`config.mk`:
```
export PLATFORM = sky130hd
export DESIGN_NAME = spike_rate_encoder
export DESIGN_NICKNAME = d
export VERILOG_FILES = /design/src/rtl/spike_rate_encoder.sv
export SDC_FILE = /design/constraint.sdc
export NUM_CORES = 1
export LEC_CHECK = 0
export ABC_AREA = 1
export ABC_CLOCK_PERIOD_IN_PS = 8530
export CAP_MARGIN = 30
export CORE_MARGIN = 2
export CORE_UTILIZATION = 60
export DETAILED_ROUTE_END_ITERATION = 6
export GPL_TIMING_DRIVEN = 0
export PLACE_DENSITY_LB_ADDON = 0.08
export SETUP_SLACK_MARGIN = 0.15
export SLEW_MARGIN = 15
export SYNTH_ARGS = -nofsm -noshare
export SYNTH_HDL_FRONTEND = slang
export SYNTH_SLANG_ARGS = --single-unit
export TNS_END_PERCENT = 100
```
`constraint.sdc`:
```
create_clock -name clk -period 8.53 [get_ports clk]
set_input_delay 2.1325 -clock clk [delete_from_list [all_inputs] [get_ports clk]]
set_output_delay 2.1325 -clock clk [all_outputs]
set_load 0.005 [all_outputs]
```
`src/rtl/spike_rate_encoder.sv`:
```
// spike_rate_encoder: rate-codes NUM_CH stored intensities into per-timestep spike vectors (serial value writes in, start/abort/num_steps control, out_spikes/out_spike_valid/done/step_count/frame_spikes out)
module spike_rate_encoder #(
  parameter int NUM_CH = 8,
  parameter int DATA_W = 8,
  parameter int STEP_W = 8
) (
  input  logic                      clk,
  input  logic                      rst,
  input  logic                      enable,
  input  logic                      in_valid,
  input  logic [$clog2(NUM_CH)-1:0] in_ch,
  input  logic [DATA_W-1:0]         in_data,
  output logic                      in_ready,
  input  logic                      start,
  input  logic                      abort,
  input  logic [STEP_W-1:0]         num_steps,
  output logic [NUM_CH-1:0]         out_spikes,
  output logic                      out_spike_valid,
  output logic                      busy,
  output logic                      done,
  output logic [STEP_W-1:0]         step_count,
  output logic [15:0]               frame_spikes
);
  localparam int PW = $clog2(NUM_CH + 1);
  typedef enum logic [1:0] {IDLE, ENCODE, DONE} state_t;
  state_t              state_q;
  logic [DATA_W-1:0]   value_q [NUM_CH];
  logic [DATA_W-1:0]   acc_q [NUM_CH];
  logic [DATA_W:0]     sum_d [NUM_CH];
  logic [NUM_CH-1:0]   spikes_d;
  logic [NUM_CH-1:0]   spikes_q;
  logic [PW-1:0]       pop_d;
  logic [STEP_W-1:0]   n_q;
  logic [STEP_W-1:0]   step_q;
  logic [STEP_W-1:0]   step_d;
  logic [15:0]         frame_q;
  logic                valid_q;
  logic                done_q;
  logic                go;
  always_comb begin
    pop_d = '0;
    spikes_d = '0;
    for (int i = 0; i < NUM_CH; i++) begin
      sum_d[i] = {1'b0, acc_q[i]} + {1'b0, value_q[i]};
      spikes_d[i] = sum_d[i][DATA_W];
      pop_d = pop_d + PW'(sum_d[i][DATA_W]);
    end
  end
  assign step_d          = step_q + STEP_W'(1);
  assign go              = start && enable && !abort;
  assign in_ready        = state_q != ENCODE;
  assign busy            = state_q == ENCODE;
  assign out_spikes      = spikes_q;
  assign out_spike_valid = valid_q;
  assign done            = done_q;
  assign step_count      = step_q;
  assign frame_spikes    = frame_q;
  always_ff @(posedge clk or posedge rst) begin
    if (rst) begin
      state_q  <= IDLE;
      for (int i = 0; i < NUM_CH; i++) begin
        value_q[i] <= '0;
        acc_q[i]   <= '0;
      end
      spikes_q <= '0;
      n_q      <= '0;
      step_q   <= '0;
      frame_q  <= '0;
      valid_q  <= 1'b0;
      done_q   <= 1'b0;
    end else begin
      done_q  <= state_q == DONE;
      valid_q <= 1'b0;
      if (in_valid && in_ready) value_q[in_ch] <= in_data;
      case (state_q)
        ENCODE: begin
          if (abort) begin
            state_q <= IDLE;
          end else if (enable) begin
            for (int i = 0; i < NUM_CH; i++) acc_q[i] <= sum_d[i][DATA_W-1:0];
            spikes_q <= spikes_d;
            valid_q  <= 1'b1;
            step_q   <= step_d;
            frame_q  <= frame_q + 16'(pop_d);
            if (step_d == n_q) state_q <= DONE;
          end
        end
        default: begin
          state_q <= go ? ((num_steps == '0) ? DONE : ENCODE) : IDLE;
          if (go) begin
            n_q      <= num_steps;
            for (int i = 0; i < NUM_CH; i++) acc_q[i] <= '0;
            spikes_q <= '0;
            step_q   <= '0;
            frame_q  <= '0;
          end
        end
      endcase
    end
  end
endmodule

```
==> summary.md <==
| Metric | Value |
|---|---|
| Endpoint class of the critical path | flip-flop |
| Final WL | 24000 um |
| Largest net degree at the start of global routing | 92 |
| Synth area leaders | dfrtp_1, nand2_1, ha_1, o21ai_0, inv_1 |
| Mapped Nets | 1244 |
| Antenna violations before repair | 0 |
| Max clock buf depth | 2 |
| Setup repair bufs after CTS | 0 |
| Post-synthesis compound-gate area fraction | 15.9% |
| Mapped Area | 9560 sq um |
| Crit Path Max Fanout | 3 |
| Resize count post-CTS | 0 |
| EDFF count, synth | 0 |
| First-pass GRT wire length | 38400 um |
| DIE AREA | 17000 sq um |
| Yosys cell types | 36 |
| Syn avg cell area | 8.42 sq um |
| Worst-path cell chain | ha_1, inv_1, fa_1, inv_1, nand3_1, nand2_1, nand2_1, o21ai_0, a21boi_0, fa_1, fa_1, fa_1, fa_1, fa_1, inv_1, nand2_1, o21ai_1, nand2_1, nor2_2, nand2_1, o21ai_0, a21oi_1 |
| XOR/XNOR Fraction of Synth Area | 1.01% |
| Crit path max-delay family | adder cells |
| Ant diodes | 0 |
| Yosys top cell area share | 45.0% |
| Max Fclk | 182 MHz |
| Global placement routability congestion | 0.900 |
| Initial Util | 60.8% |
| LEAKAGE | 5.64 nW |
| Vias in the first global route | 7490 |
| Port Buffers | 60 |
| CTS tree | built |
| Biggest cell delay along the critical path | 560 ps |
| Die width | 130 um |
| Worst endpoint data arrival time | 5830 ps |
| # hold bufs at CTS | 0 |
| Core Region | 15700 sq um |
| Post-synth ARST share | 100% |
| Final period utilization | 64.5% |
| Core Util, Final | 70.8% |
| CP dominant cell by count | fa_1 |
| Leading area contributor after synthesis | dfrtp_1 |
| Top post-synthesis cells by count | nand2_1, dfrtp_1, o21ai_0, inv_1, ha_1 |
| Post-synthesis mux area share | 0% |
| DRT Pass-1 Iters | 5 |
| Worst Hold Class | flip-flop to flip-flop |
| Area of placed instances | 10500 sq um |
| Adder-cell share of the synthesized area | 12.0% |
| Non-Filler Instances | 1443 |
| DR vias/cell | 5.60 |
| Share of cells above drive strength 1 | 5.70% |
| Vias | 8081 |
| CTS Buf Count | 17 |
| Hold WS | 416 ps |
| Area of the multi-input gates | 4610 sq um |
| Post-Layout Inst Area | 11100 sq um |
| Cell row count | 46 |
| Final ANT Viol Nets | 0 |
| Layout Nets | 1324 |
| DRC viols | 0 |
| CTS H-tree lvls | 4 |
| GRT Resource Usage Total | 30.0% |
| Setup violators final | 0 |
| Peak VDD IR | 0.169 mV |
| Crit path launch type | flip-flop |
| Hpwl dp | 16600 um |
| Clock sinks | 172 |
| Critical path's slowest cell | fa_1 |
| Status | complete, no violations |
| Most common cell in the netlist | nand2_1 |
| Placed insts | 1412 |
| Power per standard cell area | 227 nW/um^2 |
| Clk root buf | clkbuf_16 |
| IO Count | 61 |
| Req. time, crit path | 8850 ps |
| Clock transition at path regs | 70 ps |
| Main flop type after synthesis | dfrtp_1 |
| Worst Tran Pin Value | 840 ps |
| Mapped Cells | 1135 |
| Worst Skew | 8.80 ps |
| Simple-gate share of the synthesized area | 19.4% |
| Fill count | 1221 |
| Yosys warning total | 0 |
| Total global routing overflow | 0 |
| Largest family of logic cells by synthesized area | simple AND/OR/NAND/NOR gates |
| Area Overhead vs Synth | 16.4% |
| Post-layout min period | 5500 ps |
| Clk_lat worst skew | 430 ps |
| Unrepaired setup endpoints after global routing | false |
| Reg area | 4300 sq um |
| WL/cell | 16.6 um |
| WP buf/inv | 3 |
| Die Ht | 130 um |
| Initial DRC count | 591 |
| Max-cap violations | 0 |
| Critical path type | flip-flop to flip-flop |
| Slew Limit Fails | 0 |
| Max_slew headroom | 44.0% |
| Final hold vios | 0 |
| Number of synthesized register bits | 172 |
| Register area share after synthesis | 45.0% |
## worst reg2reg max path: cells and delay by family, from the launching register on
| family | cells | cell delay (ps) |
|---|---|---|
| flops | 1 | 360 |
| fa+ha+maj | 7 | 2980 |
| buf+inv | 3 | 250 |
| compound gates | 5 | 1070 |
| simple gates | 7 | 730 |
## logic make-up (layout without fill, tap and decap cells)
logic type	after synthesis	in the layout
buf+inv	159	251
compound gates	270	270
fa+ha+maj	84	84
flops	172	172
xor+xnor	11	11
simple gates	439	439
## where the power goes
part	total, mW	switching (mW)	internal, mW
Sequential	1.04	0.0898	0.951
Combinational	0.608	0.364	0.244
Clock	0.878	0.323	0.555
Total	2.53	0.776	1.75
## routing by layer
metal,track usage [%],vias to the layer above,wire (um)
met5,0,-,0
met2,47.1,176,11100
met3,5.21,35,1120
li1,-,3962,-
met1,42.9,3908,11200
met4,9.11,0,565
## registers in the layout, summed over array words and instances (netlist names)
signal / cells
out_spike_valid: 1
out_spikes: 8
done: 1
value_q: 64
step_count: 8
frame_spikes: 16
state_q: 2
acc_q: 64
n_q: 8
## area by class of cell
type / count / area share, %
well taps: 216 / 2.43
clock buffers: 20 / 4.01
inverters: 130 / 4.45
clock inverters: 11 / 1.95
flip-flops and latches: 172 / 38.7
plain buffers: 29 / 1.37
repair buffers: 61 / 5.64
multi-input cells: 804 / 41.5
## cell usage in the layout (no fill, tap or decap), types with 7 or more instances in the layout
cell type	count
a21oi_1	70
a22o_1	10
a31oi_1	8
a32o_1	7
buf_2	20
clkbuf_1	8
clkbuf_16	17
clkdlybuf4s50_1	60
dfrtp_1	172
fa_1	13
ha_1	71
inv_1	126
nand2_1	293
nand3_1	62
nand4_1	22
nor2_1	42
o21ai_0	136
o21ai_1	8
o21bai_1	8
o22ai_1	7
## path summary, 6_finish.rpt
path / slack (ps) / to / cells after the start / start
worst max-delay path: 3030 / frame_spikes[6]$_DFFE_PP0P_ / 22 / value_q[40]$_DFFE_PP0P_
worst min-delay path: 420 / done$_DFF_PP0_ / 1 / state_q[0]$_DFFE_PP0P_
worst max register to register: 3030 / frame_spikes[6]$_DFFE_PP0P_ / 22 / value_q[40]$_DFFE_PP0P_
worst min register to register: 420 / done$_DFF_PP0_ / 1 / state_q[0]$_DFFE_PP0P_
max in group asynchronous: 5510 / acc_q[55]$_DFFE_PP0P_ / 3 / rst
min in group asynchronous: 2160 / value_q[13]$_DFFE_PP0P_ / 2 / rst
## stage by stage
step / TNS (ps) / setup slack (ps) / power (mW)
global placement: -96930 / -574 / 1.63
global route: 0 / 2610 / 2.68
CTS: 0 / 3110 / 2.53
finish: 0 / 3030 / 2.53
detailed placement: 0 / 3150 / 1.65
floorplan: 0 / 1740 / 1.49
No activity file was read; power rests on OpenSTA's default activity.
